File: src/rtl/sub_vram_arbiter.sv
// Arbitrates the three sub-CPU VRAM planes between display fetch (priority) and sub-CPU accesses.
// Optional one-entry posted write buffer is enabled with `define SUB_VRAM_WBUF_EN.
module sub_vram_arbiter #(
  parameter int AW         = 14,
  parameter int MEM_LAT    = 1,
  parameter int STARVE_MAX = 4
) (
  input  logic          clk,
  input  logic          rst_n,
  input  logic          cpu_req,
  input  logic [1:0]    cpu_plane,
  input  logic [AW-1:0] cpu_addr,
  input  logic          cpu_we,
  input  logic [7:0]    cpu_wdata,
  output logic [7:0]    cpu_rdata,
  output logic          cpu_ready,
  input  logic [2:0]    vpage_mask,
  input  logic          disp_req,
  input  logic [AW-1:0] disp_addr,
  output logic [23:0]   disp_data,
  output logic          disp_ack,
  output logic [AW-1:0] mem_addr,
  output logic [2:0]    mem_ce,
  output logic          mem_we,
  output logic [7:0]    mem_wdata,
  input  logic [23:0]   mem_rdata
);

  typedef enum logic [1:0] {S_IDLE, S_ISSUE, S_WAIT, S_DONE} state_t;
  localparam logic [1:0] OWN_CPU = 2'd0, OWN_DISP = 2'd1, OWN_DRAIN = 2'd2;

  function automatic logic [2:0] plane_onehot(input logic [1:0] p);
    case (p)
      2'd0:    plane_onehot = 3'b001;
      2'd1:    plane_onehot = 3'b010;
      2'd2:    plane_onehot = 3'b100;
      default: plane_onehot = 3'b000;
    endcase
  endfunction

  state_t          state_q, state_d;
  logic [1:0]      wcnt_q, wcnt_d, own_q, own_d, plane_q, plane_d;
  logic            rd_q, rd_d, byp_q, byp_d;
  logic [3:0]      starve_q, starve_d;
  logic            cpu_ready_q, cpu_ready_d, disp_ack_q, disp_ack_d, mem_we_q, mem_we_d;
  logic [7:0]      cpu_rdata_q, cpu_rdata_d, mem_wdata_q, mem_wdata_d;
  logic [23:0]     disp_data_q, disp_data_d;
  logic [AW-1:0]   mem_addr_q, mem_addr_d;
  logic [2:0]      mem_ce_q, mem_ce_d;
  logic            cpu_vis_s, plane_on_s, wb_take_s, cpu_cand_s, drain_cand_s, pend_s, forced_s;
  logic            gnt_disp_s, gnt_cpu_s, gnt_drain_s;
  logic            wb_vld_q;
  logic [AW-1:0]   wb_addr_q;
  logic [7:0]      wb_data_q;
  logic [1:0]      wb_plane_q;

  // Arbitration: candidate requesters, grant decision and starvation counter update.
  always_comb begin
    // While cpu_ready is high the requester is still holding the request it is retiring.
    cpu_vis_s = cpu_req & ~cpu_ready_q;
    case (cpu_plane)
      2'd0:    plane_on_s = ~vpage_mask[0];
      2'd1:    plane_on_s = ~vpage_mask[1];
      2'd2:    plane_on_s = ~vpage_mask[2];
      default: plane_on_s = 1'b0;
    endcase
`ifdef SUB_VRAM_WBUF_EN
    wb_take_s    = (state_q == S_IDLE) & cpu_vis_s & cpu_we & plane_on_s & ~wb_vld_q;
    cpu_cand_s   = cpu_vis_s & ~wb_take_s & ~wb_vld_q;
    drain_cand_s = wb_vld_q;
`else
    wb_take_s    = 1'b0;
    cpu_cand_s   = cpu_vis_s;
    drain_cand_s = 1'b0;
`endif
    pend_s      = cpu_cand_s | drain_cand_s;
    forced_s    = (starve_q == 4'(STARVE_MAX));
    gnt_disp_s  = (state_q == S_IDLE) & disp_req & ~(forced_s & pend_s);
    gnt_drain_s = (state_q == S_IDLE) & ~gnt_disp_s & drain_cand_s;
    gnt_cpu_s   = (state_q == S_IDLE) & ~gnt_disp_s & ~drain_cand_s & cpu_cand_s;
    starve_d    = starve_q;
    if (state_q == S_IDLE) begin
      if (gnt_disp_s && pend_s) begin
        starve_d = forced_s ? starve_q : starve_q + 4'd1;
      end else if (gnt_cpu_s || gnt_drain_s || !pend_s) begin
        starve_d = 4'd0;
      end else begin
        starve_d = starve_q;
      end
    end else begin
      starve_d = starve_q;
    end
  end

  // Next-state logic.
  always_comb begin
    state_d = state_q;
    wcnt_d  = wcnt_q;
    case (state_q)
      S_IDLE:  state_d = (gnt_disp_s | gnt_cpu_s | gnt_drain_s) ? S_ISSUE : S_IDLE;
      S_ISSUE: begin
        wcnt_d  = 2'd0;
        state_d = (rd_q & ~byp_q) ? S_WAIT : S_DONE;
      end
      S_WAIT: begin
        if (wcnt_q == 2'(MEM_LAT - 1)) begin
          state_d = S_DONE;
        end else begin
          wcnt_d = wcnt_q + 2'd1;
        end
      end
      S_DONE:  state_d = S_IDLE;
      default: state_d = S_IDLE;
    endcase
  end

  // Output and access-context logic; all values land in registers.
  always_comb begin
    own_d       = own_q;
    rd_d        = rd_q;
    byp_d       = byp_q;
    plane_d     = plane_q;
    cpu_ready_d = 1'b0;
    disp_ack_d  = 1'b0;
    cpu_rdata_d = cpu_rdata_q;
    disp_data_d = disp_data_q;
    mem_addr_d  = mem_addr_q;
    mem_wdata_d = mem_wdata_q;
    mem_ce_d    = 3'b000;
    mem_we_d    = 1'b0;
    case (state_q)
      S_IDLE: begin
        cpu_ready_d = wb_take_s;
        if (gnt_disp_s) begin
          own_d = OWN_DISP; rd_d = 1'b1; byp_d = 1'b0; plane_d = 2'd0;
          mem_addr_d = disp_addr; mem_ce_d = 3'b111;
        end else if (gnt_drain_s) begin
          own_d = OWN_DRAIN; rd_d = 1'b0; byp_d = 1'b0; plane_d = wb_plane_q;
          mem_addr_d = wb_addr_q; mem_wdata_d = wb_data_q;
          mem_ce_d = plane_onehot(wb_plane_q); mem_we_d = 1'b1;
        end else if (gnt_cpu_s) begin
          own_d = OWN_CPU; rd_d = ~cpu_we; byp_d = ~plane_on_s; plane_d = cpu_plane;
          mem_addr_d = cpu_addr; mem_wdata_d = cpu_wdata;
          mem_ce_d = plane_on_s ? plane_onehot(cpu_plane) : 3'b000;
          mem_we_d = cpu_we & plane_on_s;
        end else begin
          own_d = own_q;
        end
      end
      S_ISSUE: begin
        // Writes and masked accesses finish without a RAM wait.
        if (!(rd_q && !byp_q) && own_q == OWN_CPU) begin
          cpu_ready_d = 1'b1;
          cpu_rdata_d = rd_q ? 8'hFF : cpu_rdata_q;
        end else begin
          cpu_ready_d = 1'b0;
        end
      end
      S_WAIT: begin
        if (wcnt_q == 2'(MEM_LAT - 1)) begin
          if (own_q == OWN_DISP) begin
            disp_ack_d  = 1'b1;
            disp_data_d = mem_rdata;
          end else begin
            cpu_ready_d = 1'b1;
            case (plane_q)
              2'd0:    cpu_rdata_d = mem_rdata[7:0];
              2'd1:    cpu_rdata_d = mem_rdata[15:8];
              2'd2:    cpu_rdata_d = mem_rdata[23:16];
              default: cpu_rdata_d = 8'hFF;
            endcase
          end
        end else begin
          disp_ack_d = 1'b0;
        end
      end
      S_DONE:  cpu_ready_d = 1'b0;
      default: cpu_ready_d = 1'b0;
    endcase
  end

  // FSM state and access-context registers.
  always_ff @(posedge clk or negedge rst_n) begin
    if (!rst_n) begin
      state_q  <= S_IDLE;
      wcnt_q   <= 2'd0;
      own_q    <= OWN_CPU;
      rd_q     <= 1'b0;
      byp_q    <= 1'b0;
      plane_q  <= 2'd0;
      starve_q <= 4'd0;
    end else begin
      state_q  <= state_d;
      wcnt_q   <= wcnt_d;
      own_q    <= own_d;
      rd_q     <= rd_d;
      byp_q    <= byp_d;
      plane_q  <= plane_d;
      starve_q <= starve_d;
    end
  end

  // Registered outputs.
  always_ff @(posedge clk or negedge rst_n) begin
    if (!rst_n) begin
      cpu_ready_q <= 1'b0;
      disp_ack_q  <= 1'b0;
      cpu_rdata_q <= 8'h00;
      disp_data_q <= 24'h000000;
      mem_addr_q  <= '0;
      mem_wdata_q <= 8'h00;
      mem_ce_q    <= 3'b000;
      mem_we_q    <= 1'b0;
    end else begin
      cpu_ready_q <= cpu_ready_d;
      disp_ack_q  <= disp_ack_d;
      cpu_rdata_q <= cpu_rdata_d;
      disp_data_q <= disp_data_d;
      mem_addr_q  <= mem_addr_d;
      mem_wdata_q <= mem_wdata_d;
      mem_ce_q    <= mem_ce_d;
      mem_we_q    <= mem_we_d;
    end
  end

`ifdef SUB_VRAM_WBUF_EN
  // Posted write buffer: filled on an accepted CPU write, emptied when its drain is granted.
  always_ff @(posedge clk or negedge rst_n) begin
    if (!rst_n) begin
      wb_vld_q   <= 1'b0;
      wb_addr_q  <= '0;
      wb_data_q  <= 8'h00;
      wb_plane_q <= 2'd0;
    end else if (wb_take_s) begin
      wb_vld_q   <= 1'b1;
      wb_addr_q  <= cpu_addr;
      wb_data_q  <= cpu_wdata;
      wb_plane_q <= cpu_plane;
    end else if (gnt_drain_s) begin
      wb_vld_q   <= 1'b0;
    end
  end
`else
  assign wb_vld_q   = 1'b0;
  assign wb_addr_q  = '0;
  assign wb_data_q  = 8'h00;
  assign wb_plane_q = 2'd0;
`endif

  assign cpu_ready = cpu_ready_q;
  assign cpu_rdata = cpu_rdata_q;
  assign disp_ack  = disp_ack_q;
  assign disp_data = disp_data_q;
  assign mem_addr  = mem_addr_q;
  assign mem_ce    = mem_ce_q;
  assign mem_we    = mem_we_q;
  assign mem_wdata = mem_wdata_q;

endmodule

File: config.mk
export PLATFORM = sky130hd
export DESIGN_NAME = sub_vram_arbiter
export DESIGN_NICKNAME = d
export VERILOG_FILES = /design/src/rtl/sub_vram_arbiter.sv
export SDC_FILE = /design/constraint.sdc
export NUM_CORES = 1
export LEC_CHECK = 0
export ABC_AREA = 0
export CAP_MARGIN = 20
export CORE_MARGIN = 1.5
export CORE_UTILIZATION = 44
export DETAILED_ROUTE_END_ITERATION = 12
export GPL_TIMING_DRIVEN = 0
export HOLD_SLACK_MARGIN = 0.1
export PLACE_DENSITY = 0.81
export SYNTH_ARGS = -nofsm -noshare
export SYNTH_HDL_FRONTEND = slang
export SYNTH_SLANG_ARGS = --single-unit
File: constraint.sdc
create_clock -name clk -period 1.92 [get_ports clk]
set_input_delay 0.288 -clock clk [delete_from_list [all_inputs] [get_ports clk]]
set_output_delay 0.288 -clock clk [all_outputs]
set_load 0.03 [all_outputs]
==> reports/qor.txt <==
Inst Count DP: 525
Routed Antenna Nets: 0
Lkg Pwr: 2.16 nW
area leader, netlist: dfrtp_1
htree depth: 3
worst path arrival time: 2.01 ns
RSZ-0062 raised after global routing: no
Ports: 130
PnR Total Power: 8.59 mW
total CTS buffers: 9
largest net degree at the start of global routing: 44
Core ar.: 7290 µm²
1st-iter DRT viols: 109
Max Cap Viol: 0
Final Cell Area: 5020 µm²
FILL cells: 587
Setup TNS Final: 0 ns
syn_nets: 373
Hold Crit Class: primary input to async pin
All-Layer GR Usage: 21.8%
status: completed
data required time of the worst path: 2.14 ns
vias in the first global route: 2858
Total Wirelength: 8.56 mm
ranking of synthesized cells by area: dfrtp_1 (55%), mux2_2 (14%), mux2i_1 (4.8%), nand2_1 (4.5%), o21ai_0 (4.3%)
CTS tree: done
Distinct cells, synth: 36
Crit path largest cell delay: 0.39 ns
number of synthesized flops with an enable pin: 0
syn_area_per_cell: 11.3 µm²
Initial Util: 45.9%
Synth top cells by count: dfrtp_1 (73), mux2_2 (41), nand2_1 (40)
Ys Warns: 0
slew of the pin with the lowest slew margin: 0.456 ns
placed standard-cell area: 4790 µm²
n_diodes: 0
most frequent cell after synthesis: dfrtp_1
critical path, cell by cell: inv_1 -> ha_1 -> and3b_1 -> inv_1 -> a21oi_4 -> mux2_2
cell area after synthesis: 3350 µm²
GRT overflow: 0
Via-to-Cell Ratio: 5.14
register area share after synthesis: 54.6%
Layout area overhead: 50.0%
later-pin clock latency in the skew report: 0.33 ns
HPWL Detailed: 6.27 mm
die height: 90.2 µm
placer congestion estimate: 0.789
layout net count: 517
synthesized flop and latch total: 73
startpoint types: flop
Slew headroom: 69.6%
Max IR drop VDD: 0.000737 V
Layout Cells excl Fill: 543
Synth async-reset ratio: 100%
via count: 2789
DIE WIDTH: 90.2 µm
delay-heaviest family, CP: flip-flops
CP Buf/Inv Count: 2
drt drc: 0
row count: 31
clk sinks: 73
fin crit period: 1.80 ns
Yosys top cell area share: 54.6%
clk slew on worst S/H paths: 0.08 ns
Crit-path slowest cell: dfrtp_1
Crit. End Element: flop
Final Skew: 0.00887 ns
# setup viols final: 0
Clock Tree Root: clkbuf_8
first-pass GRT wire length: 14.1 mm
share of cells above drive strength 1: 17.3%
total die area: 8140 µm²
final hold vios: 0
pwr dens: 1710 nW/µm²
crit-path most repeated cell: inv_1
final core occ: 68.9%
f_max: 556 MHz
Crit Path Category: flop to flop
port buffer count: 129
Slew Limit Fails: 0
top_reg_cell synth: dfrtp_1
crit-path max FO: 8
initial antenna violation count: 0
drt pass-1 iters: 4
WL/cell: 15.8 µm
final period utilization: 93.6%
maximum root-to-sink buffer count: 2
post-synthesis cell count: 296
[kinds of logic (layout without fill, tap and decap cells)]
kind of cell,Yosys count,count (layout),share of synthesized area (%)
buffers and inverters,25,173,3.51
flip-flops,73,73,54.6
multiplexers,57,57,18.6
AO/OA/AOI/OAI,55,55,10.1
adder cells (fa/ha/maj),7,7,2.62
AND/OR/NAND/NOR,79,79,10.7
[sequential cells by signal (all words and copies together) (netlist names)]
name,count
byp_q,1
cpu_rdata,8
disp_ack,1
plane_q,2
mem_addr,14
wcnt_q,2
disp_data,24
state_q,2
mem_wdata,8
starve_q,4
mem_we,1
rd_q,1
cpu_ready,1
mem_ce,3
own_q,1
[placed cells by master (no fill, tap or decap), types with 2 or more instances in the layout]
cell	netlist	layout
clkinv_2	0	3
dfrtp_1	73	73
ha_2	0	2
nand4_1	2	2
ha_1	7	5
nor2b_1	2	2
and2_1	2	2
nand2_1	40	40
nor2_1	22	22
mux2i_1	16	16
clkdlybuf4s50_1	0	128
a21o_1	2	2
clkbuf_1	6	5
inv_1	10	10
clkbuf_2	0	3
buf_2	4	2
a31oi_1	8	8
mux2_2	41	41
buf_4	3	6
clkbuf_8	0	9
a21oi_1	6	6
a21oi_4	0	2
clkbuf_4	0	2
o21ai_0	29	29
a21boi_0	3	3
[where the power goes]
group / switching (mW) / total [mW] / internal [mW]
Sequential: 0.353 / 2.60 / 2.24
Clock: 0.538 / 1.13 / 0.588
Combinational: 2.68 / 4.87 / 2.18
[through the flow]
stage | hold WS, ns | setup WS [ns]
after CTS | 0.421 | 0.0164
after global routing | 0.467 | 0.00681
after floorplan | -0.00759 | 0.223
after global placement | 0.454 | -1.95
final | 0.429 | 0.122
after detailed placement | 0.250 | -0.156
[layout make-up]
cell class                 count  area (µm²)  area share [%]
sequential                    73        1830            36.4
multi-input combinational    198        1430            28.4
timing repair buffer         133        1340            26.7
clock buffer                  11         131            2.62
tap                           99         124            2.47
buffer                        15        88.8            1.77
clock inverter                 4        45.0           0.897
inverter                      10        37.5           0.747
[routing by layer]
metal,part of all wire [%],GRT usage [%]
met4,3.0,10.3
met5,0,0
met2,51,36.3
met3,3.7,3.05
met1,42,27.9
[path summary, 6_finish.rpt]
kind | start | to | slack [ns] | cells past startpoint
worst max register to register | starve_q[0]$_DFFE_PN0P_ | mem_wdata[7]$_DFFE_PN0P_ | 0.12 | 6
worst max-delay path | starve_q[0]$_DFFE_PN0P_ | mem_wdata[7]$_DFFE_PN0P_ | 0.12 | 6
worst min register to register | wcnt_q[0]$_DFFE_PN0P_ | wcnt_q[0]$_DFFE_PN0P_ | 0.47 | 1
min in group clk | wcnt_q[0]$_DFFE_PN0P_ | wcnt_q[0]$_DFFE_PN0P_ | 0.47 | 1
max in group asynchronous | rst_n | plane_q[0]$_DFFE_PN0P_ | 0.94 | 3
worst min-delay path | rst_n | starve_q[3]$_DFFE_PN0P_ | 0.43 | 2
[worst register-to-register path, stage by stage (launching register included)]
cell and delay [ns]:
dfrtp_1 0.39, inv_1 0.10, ha_1 0.18, and3b_1 0.25, inv_1 0.11, a21oi_4 0.28
mux2_2 0.37
[repair_timing]
action | in CTS | in global routing
setup endpoints to repair | 24 | 47
buffers inserted | 2 | 0
pin swaps | 1 | 1
hold endpoints to repair | 30 | 0
gates resized for setup | 3 | 7
hold buffers | 1 | 0
No activity file was read; power rests on OpenSTA's default activity.
